**src/rtl/fwd_hazard_ctrl.sv**
```systemverilog
// Operand-forwarding and load-use stall controller for the EX stage.
// Tracks shadow destination/flag entries for the EX and MEM stages and registers per-operand
// forwarding selects so they line up with the instruction once it reaches EX. A small RUN/HOLD
// FSM inserts LU_STALL bubbles per load-use hazard. A taken branch flushes ID and cancels any
// pending hold.
// The WB entry is deliberately not stored: WB->ID needs no forwarding because the register file
// writes in the first half-cycle, so nothing would ever read it.
module fwd_hazard_ctrl #(
    parameter int REG_AW   = 5,
    parameter int LU_STALL = 1,
    parameter int CNT_W    = 16
) (
    input  logic              clk,
    input  logic              rst_n,
    input  logic              id_valid,
    input  logic [REG_AW-1:0] id_rs,
    input  logic [REG_AW-1:0] id_rt,
    input  logic [REG_AW-1:0] id_rd,
    input  logic              id_regwrite,
    input  logic              id_memread,
    input  logic              ex_br_taken,
    output logic              fwd_a_mem,
    output logic              fwd_a_wb,
    output logic              fwd_b_mem,
    output logic              fwd_b_wb,
    output logic              stall,
    output logic              bubble,
    output logic [CNT_W-1:0]  stall_cnt
);

    // Hold counter only needs to reach LU_STALL-1, which is at most 2.
    localparam int CW = 2;

    typedef enum logic [0:0] {RUN = 1'b0, HOLD = 1'b1} state_t;

    state_t state_reg, state_next;
    logic [CW-1:0] cnt_reg, cnt_next;
    logic [CNT_W-1:0] stall_cnt_reg;
    logic stall_c, cnt_inc;

    // Shadow EX entry.
    logic ex_valid_reg, ex_regwrite_reg, ex_memread_reg;
    logic [REG_AW-1:0] ex_rd_reg;
    // Shadow MEM entry (memread is not needed once a load has left EX).
    logic mem_valid_reg, mem_regwrite_reg;
    logic [REG_AW-1:0] mem_rd_reg;

    // Per-operand select registers: index 0 is operand A (rs), index 1 is operand B (rt).
    logic [1:0] fwd_mem_reg, fwd_wb_reg;
    logic [1:0] fwd_mem_next, fwd_wb_next;
    logic [REG_AW-1:0] src [2];

    logic ex_wt, mem_wt, lu;

    // Register 0 is hard-wired, so an entry targeting it never produces a forward.
    assign ex_wt  = ex_valid_reg & ex_regwrite_reg & (ex_rd_reg != '0);
    assign mem_wt = mem_valid_reg & mem_regwrite_reg & (mem_rd_reg != '0);

    assign lu = ex_valid_reg & ex_memread_reg & (ex_rd_reg != '0) &
                ((ex_rd_reg == id_rs) | (ex_rd_reg == id_rt)) & id_valid;

    assign src[0] = id_rs;
    assign src[1] = id_rt;

    // Forward selects for each operand; the newest producer (EX) wins over MEM.
    generate
        for (genvar gi = 0; gi < 2; gi++) begin : g_fwd
            assign fwd_mem_next[gi] = id_valid & ex_wt & (ex_rd_reg == src[gi]);
            assign fwd_wb_next[gi]  = id_valid & mem_wt & (mem_rd_reg == src[gi]) &
                                      ~fwd_mem_next[gi];
        end
    endgenerate

    // Next-state and stall decode; a flush overrides both a fresh hazard and an ongoing hold.
    always_comb begin
        state_next = state_reg;
        cnt_next   = cnt_reg;
        stall_c    = 1'b0;
        cnt_inc    = 1'b0;
        if (ex_br_taken) begin
            state_next = RUN;
            cnt_next   = '0;
        end else begin
            case (state_reg)
                RUN: begin
                    if (lu) begin
                        stall_c  = 1'b1;
                        cnt_inc  = 1'b1;
                        cnt_next = CW'(LU_STALL - 1);
                        if (LU_STALL > 1) begin
                            state_next = HOLD;
                        end
                    end
                end
                HOLD: begin
                    stall_c  = 1'b1;
                    cnt_next = (cnt_reg == '0) ? '0 : cnt_reg - 1'b1;
                    if (cnt_reg <= CW'(1)) begin
                        state_next = RUN;
                    end
                end
                default: begin
                    state_next = RUN;
                    cnt_next   = '0;
                end
            endcase
        end
    end

    assign stall  = stall_c;
    assign bubble = ex_br_taken | stall_c;

    // FSM state, hold counter and saturating hazard-event counter.
    always_ff @(posedge clk or negedge rst_n) begin
        if (!rst_n) begin
            state_reg     <= RUN;
            cnt_reg       <= '0;
            stall_cnt_reg <= '0;
        end else begin
            state_reg <= state_next;
            cnt_reg   <= cnt_next;
            if (cnt_inc && (stall_cnt_reg != {CNT_W{1'b1}})) begin
                stall_cnt_reg <= stall_cnt_reg + 1'b1;
            end
        end
    end

    // Shadow pipe: a bubble enters EX as an invalid entry; MEM follows EX.
    always_ff @(posedge clk or negedge rst_n) begin
        if (!rst_n) begin
            ex_valid_reg     <= 1'b0;
            ex_rd_reg        <= '0;
            ex_regwrite_reg  <= 1'b0;
            ex_memread_reg   <= 1'b0;
            mem_valid_reg    <= 1'b0;
            mem_rd_reg       <= '0;
            mem_regwrite_reg <= 1'b0;
        end else begin
            if (bubble) begin
                ex_valid_reg    <= 1'b0;
                ex_rd_reg       <= '0;
                ex_regwrite_reg <= 1'b0;
                ex_memread_reg  <= 1'b0;
            end else begin
                ex_valid_reg    <= id_valid;
                ex_rd_reg       <= id_rd;
                ex_regwrite_reg <= id_regwrite;
                ex_memread_reg  <= id_memread;
            end
            mem_valid_reg    <= ex_valid_reg;
            mem_rd_reg       <= ex_rd_reg;
            mem_regwrite_reg <= ex_regwrite_reg;
        end
    end

    // Selects are captured on the edge that moves ID into EX; a bubble clears them.
    always_ff @(posedge clk or negedge rst_n) begin
        if (!rst_n) begin
            fwd_mem_reg <= '0;
            fwd_wb_reg  <= '0;
        end else if (bubble) begin
            fwd_mem_reg <= '0;
            fwd_wb_reg  <= '0;
        end else begin
            fwd_mem_reg <= fwd_mem_next;
            fwd_wb_reg  <= fwd_wb_next;
        end
    end

    assign fwd_a_mem = fwd_mem_reg[0];
    assign fwd_a_wb  = fwd_wb_reg[0];
    assign fwd_b_mem = fwd_mem_reg[1];
    assign fwd_b_wb  = fwd_wb_reg[1];
    assign stall_cnt = stall_cnt_reg;

endmodule

```
**config.mk**
```make
export PLATFORM = sky130hd
export DESIGN_NAME = fwd_hazard_ctrl
export DESIGN_NICKNAME = d
export VERILOG_FILES = /design/src/rtl/fwd_hazard_ctrl.sv
export SDC_FILE = /design/constraint.sdc
export NUM_CORES = 1
export LEC_CHECK = 0
export CAP_MARGIN = 20
export CORE_MARGIN = 2
export CORE_UTILIZATION = 49
export CTS_CLUSTER_SIZE = 24
export DETAILED_ROUTE_END_ITERATION = 8
export PLACE_DENSITY = 0.79
export SYNTH_ARGS = -nofsm -noshare
export SYNTH_HDL_FRONTEND = slang
export SYNTH_SLANG_ARGS = --single-unit
```
**constraint.sdc**
```tcl
create_clock -name clk -period 2.45 [get_ports clk]
set_input_delay 0.245 -clock clk [delete_from_list [all_inputs] [get_ports clk]]
set_output_delay 0.245 -clock clk [all_outputs]
set_load 0.01 [all_outputs]
```
# Yosys cells after proc, flatten, opt, wreduce, memory -nomap -nowiden
# Index checks and enable logic that the tools add are counted.
[totals] reg_bits=38 latchBits=0 ramBits=0 romBits=0 in_bits=21 output_inout_bits=22 memories=0
[classes] addsub=2 n_mul=0 div_mod_pow=0 order_cmp=1 n_eq_ne=6 shifts=0 muxes=18 n_bitwise=21 reduce_logical=4
[op_table] cell="$eq 5x5->1" count=4
[op_table] cell="$add 16x1->16 const B" count=1
[op_table] cell="$and 1x1->1" count=16
[op_table] cell="$ne 16x16->1 const B" count=1
[op_table] cell="$mux 1" count=10
[op_table] cell="$mux 2" count=5
[op_table] cell="$reduce_bool 5->1" count=2
[op_table] cell="$mux 5" count=1
[op_table] cell="$pmux 2 s2" count=1
[op_table] cell="$ne 3x3->1 const B" count=1
[op_table] cell="$not 1->1" count=3
[op_table] cell="$le 2x1->1 const B" count=1
[op_table] cell="$logic_not 2->1" count=1
[op_table] cell="$or 1x1->1" count=2
[op_table] cell="$pmux 1 s2" count=1
[op_table] cell="$sub 2x1->2 const B" count=1
[op_table] cell="$logic_and 1x1->1" count=1

# Longest topological paths before layout
# Gate-level depths: netlist of run 1.
[logic_depth] word_depth=9 depth_mapped=7 depth_no_buf=7

# Worst setup path before layout of run 1
# No wires, ideal clock.
[synth_timing] path_type="register -> register" from="register stall_cnt_reg[0] (netlist: stall_cnt[0])" to="register stall_cnt_reg[1] (netlist: stall_cnt[1])" setup_ps=128 t_arrival_ps=1749 required_ps=2322 setup_slack_ps=573 path_stages_with_launch=7 n_path_buf=0 period_less_slack_ps=1877 path_cell_list="dfrtp_1 ha_1 nand3_1 or3_1 o211a_1 o21ai_2 mux2_1"
[synth_via] elab_chain_cells=2
[synth_rtl] item="from (decl)" line_no="38" text="logic [CNT_W-1:0] stall_cnt_reg;"
[synth_rtl] item="from (signal assigned)" line_no="123" text="stall_cnt_reg <= stall_cnt_reg + 1'b1;"
[synth_rtl] item="branches (longest 2 deep; another with $add 16x1->16)"
# Several ways; the timed one is not identified.
# A chain may end at the register's enable or synchronous reset.

# Final worst setup path of run 1
[layout_timing] from="register ex_rd_reg[0]" to="output bubble"
[layout_via] elab_chain_cells=8
[layout_rtl] item="from (decl)" line_no="43" text="logic [REG_AW-1:0] ex_rd_reg;"
[layout_rtl] item="from (signal assigned)" line_no="146" text="ex_rd_reg <= id_rd;"
[layout_rtl] item="$eq 5x5->1 / $reduce_bool 5->1 (equally long branches)" line_no="60, 59"
[layout_rtl] item="$or 1x1->1 / $and 1x1->1 (equally long branches)" line_no="60, 59"
[layout_rtl] item="$and 1x1->1 *" line_no="59" text="assign lu = ex_valid_reg & ex_memread_reg & (ex_rd_reg != '0) &"
[layout_rtl] item="$and 1x1->1 *" line_no="60" text="((ex_rd_reg == id_rs) | (ex_rd_reg == id_rt)) & id_valid;"
[layout_rtl] item="$mux 1 *" line_no="86" text="if (lu) begin"
[layout_rtl] item="$pmux 1 s2 *" line_no="84" text="case (state_reg)"
[layout_rtl] item="$mux 1 *" line_no="80" text="if (ex_br_taken) begin"
[layout_rtl] item="$or 1x1->1 *" line_no="111" text="assign bubble = ex_br_taken | stall_c;"
[layout_rtl] item="to (decl)" line_no="27" text="output logic bubble,"
# Mark *: on every way between the ends. The rest lies on a longest branch, timed or not.

==> run_results.csv, run 1 <==
group,metric,value,unit
setup_path,crit_type,"reg -> out",
logic_synthesis,synth_compound_area_share,4.99,%
cells_and_area,finalNetCount,238,
setup_path,r2r-start,"stall_cnt[0]",
setup_path,cp.required,2.20,ns
place,gp_congestion,0.849,
logic_synthesis,netlist_instances,159,
cells_and_area,design_area,2390,sq um
sta,hold_violations,0,
cells_and_area,nFillCells,247,
drt,wl_per_cell,14.7,um
logic_synthesis,syn-num-nets,181,
sta,rsz0062_at_grt,"no",
clocking,clock_sinks,38,
drt,first_pass_iters,4,
sta,skew,0.00718,ns
sta,timing.hold.ws,0.392,ns
setup_path,startpoint,"ex_rd_reg[0]",
setup_path,crit_arrival,2.09,ns
drt,drt_iter0_drc,75,
power,ir_drop,0.359,mV
logic_synthesis,synth-simple-area-share,22.0,%
logic_synthesis,syn_area,1780,sq um
job,cap_viol_max_count,0,
setup_path,crit_buf_inv,3,
clocking,path_clk_slew,0.12,ns
logic_synthesis,postSynthAreaPerCell,11.2,sq um
sta,slew-limit-headroom,46.7,%
place,place_area,2310,sq um
setup_path,cp.depth,7,
floorplan,die_area,4130,sq um
power,p_leak,1.12,nW
cells_and_area,diodes,0,
drt,ant_nets,0,
drt,wirelength,3880,um
clocking,htree_levels,2,
place,dp_hpwl,2950,um
hold_path,hp-class,"reg -> reg",
sta,setup_ws,0.119,ns
clocking,cts_tree,"yes",
clocking,cts_buffer_depth,2,
drt,vias,1379,
cells_and_area,largest_reg_flops,16,
place,dp_slack,-0.0208,ns
clocking,insertion_delay,0.34,ns
cells_and_area,drive_above_1_share,12.4,%
setup_path,crit_fanout,4,
sta,min_period,2.33,ns
setup_path,worst_r2r_path_depth,6,
setup_path,critPathMaxStageDelay,0.45,ns
setup_path,end_kind,"primary output",
power,power.total,1.11,mW
setup_path,cpMaxStageDelayCell,"dfrtp_2",
global_route,overflow,0,
floorplan,die_h,64.3,um
global_route,groute.usage.overall,21.1,%
floorplan,rows,21,
floorplan,initial_core_util,52.2,%
logic_synthesis,yosys_warnings,0,
global_route,grt_start_max_net_pins,39,
logic_synthesis,seq_area_frac_synth,53.4,%
cells_and_area,final_core_util,69.9,%
power,powerDensity,464,nW/um^2
setup_path,startpoint_type,"flip-flop",
global_route,grt_pass1_vias,1405,
outcome,outcome,"completed",
floorplan,core,3420,sq um
sta,final-setup-viol-count,0,
floorplan,dieWidth,64.3,um
sta,tightest_slew,0.799,ns
logic_synthesis,synth_cell_types,34,
clocking,cts_inserted_buffers,5,
sta,min_period_over_period,95.1,%
global_route,antenna_found_initial,0,
setup_path,cp_cell_sequence,"buf_4 -> xor2_1 -> nor3_4 -> o21ai_1 -> and2_1 -> inv_1 -> dlygate4sd2_1",
sta,finalMaxSlewViolations,0,
setup_path,critPathCapture,"bubble",
logic_synthesis,synthAdderAreaFrac,0.702,%
floorplan,pin_count,43,
drt,viasPerCell,5.24,
place,io_buffers,42,
global_route,grt_pass1_wl,6620,um
setup_path,regToRegSetupSlack,0.40,ns
logic_synthesis,ys_ff_latch,38,
clocking,cts_root_buf,"clkbuf_4",
cells_and_area,area_growth,33.9,%
setup_path,critPathTopFamily,"buffers and inverters",
logic_synthesis,synthXorXnorAreaFrac,16.2,%
drt,drc_errors,0,
logic_synthesis,synth_top_family_by_area,"simple AND/OR/NAND/NOR gates",
logic_synthesis,synthMuxAreaShare,1.83,%
setup_path,r2r-end,"stall_cnt[1]",
sta,max_freq,429,MHz
## power by group
part	total [mW]	switching (mW)	internal [mW]
sequential	0.656	0.0152	0.641
combinational	0.123	0.0557	0.0671
clock	0.328	0.217	0.112
total	1.11	0.288	0.819
## Yosys cell counts, drive strengths merged
master / number / area share [%]
clkbuf: 1 / 0.21
o21bai: 1 / 0.42
nand3: 9 / 2.5
and2: 1 / 0.35
and3: 14 / 4.9
or3: 2 / 0.70
a21boi: 1 / 0.42
and3b: 1 / 0.49
nor4: 2 / 1.1
nand2: 9 / 1.9
mux2i: 1 / 0.56
or4: 1 / 0.42
mux2: 2 / 1.3
dfrtp: 38 / 53
o21ai: 3 / 1.1
or2: 1 / 0.35
nand4: 6 / 2.1
a21oi: 3 / 0.84
xnor2: 13 / 6.4
o211a: 1 / 0.56
buf: 1 / 0.28
nor3b: 2 / 0.84
inv: 2 / 0.42
nor3: 9 / 3.8
ha: 1 / 0.70
nor2: 12 / 2.5
a22o: 1 / 0.49
o211ai: 1 / 1.2
xor2: 20 / 9.8
## worst min-delay path by stage
stage / from / endpoint / slack [ns] / cells after the start
global route: ex_regwrite_reg / mem_regwrite_reg / 0.40 / 0
detailed placement: ex_regwrite_reg / mem_regwrite_reg / 0.37 / 0
global placement: ex_regwrite_reg / mem_regwrite_reg / 0.36 / 0
finish: ex_regwrite_reg / mem_regwrite_reg / 0.39 / 0
CTS: ex_regwrite_reg / mem_regwrite_reg / 0.39 / 0
floorplan: rst_n / cnt_reg[0] / -0.05 / 0
## layer usage
layer	up-vias	part of all wire [%]	global-route usage, %	routed length, um
met5	-	0	0	0
met4	0	0.34	6.38	13
met3	2	4.2	6.69	161
met2	31	49	34.0	1920
met1	678	46	27.2	1790
li1	668	-	-	-
## worst reg2reg max path, cell delays in order, from the launching register on
cell	delay [ns]
dfrtp_1	0.46
ha_1	0.19
nand3_1	0.14
or3_1	0.37
o211a_1	0.28
o21ai_2	0.16
mux2_1	0.36
## layout by cell type, fill, tap and decap left out, types with 2 or more instances in the layout
| cell | count |
|---|---|
| clkdlybuf4s50_1 | 39 |
| dfrtp_1 | 37 |
| xor2_1 | 20 |
| and3_1 | 14 |
| xnor2_1 | 13 |
| nor2_1 | 12 |
| nand3_1 | 9 |
| nand2_1 | 9 |
| buf_4 | 9 |
| nand4_1 | 6 |
| nor3_1 | 6 |
| clkbuf_4 | 5 |
| a21oi_1 | 3 |
| nor3_4 | 2 |
| inv_1 | 2 |
| nor3b_1 | 2 |
| or3_1 | 2 |
| dlygate4sd2_1 | 2 |
## stage by stage
| stage | instances | setup TNS (ns) |
|---|---|---|
| floorplan | 159 | 0 |
| CTS | 263 | 0 |
| global placement | 253 | 0 |
| detailed placement | 253 | -0.0208 |
| finish | 263 | 0 |
| global route | 263 | 0 |
## area by class of cell
class	instances	area, sq um	area share (%)
clock inverter	3	21.3	0.891
multi-input combinational	117	820	34.3
clock buffer	5	37.5	1.57
inverter	2	7.51	0.315
tap	46	57.6	2.41
timing repair buffer	52	490	20.6
sequential	38	952	39.9
## cell families (layout without fill, tap and decap cells)
group           Yosys count  count (layout)
fa+ha+maj                 1               1
buf+inv                   4              62
flops                    38              38
simple gates             69              69
compound gates           11              11
xor+xnor                 33              33
mux                       3               3
## timing repair
action,CTS,global route
setup endpoints to repair,2,1
hold buffers,1,0
buffers inserted,1,0
resized for setup,3,1
hold endpoints to repair,19,0
Note: power is estimated with default switching activity, not from simulation.
==> run 2: changes to the inputs <==
- HOLD_SLACK_MARGIN: default -> 0.15
==> results of run 2 <==
Same layout as run 1: the final DEF is identical, and so are final timing and power.
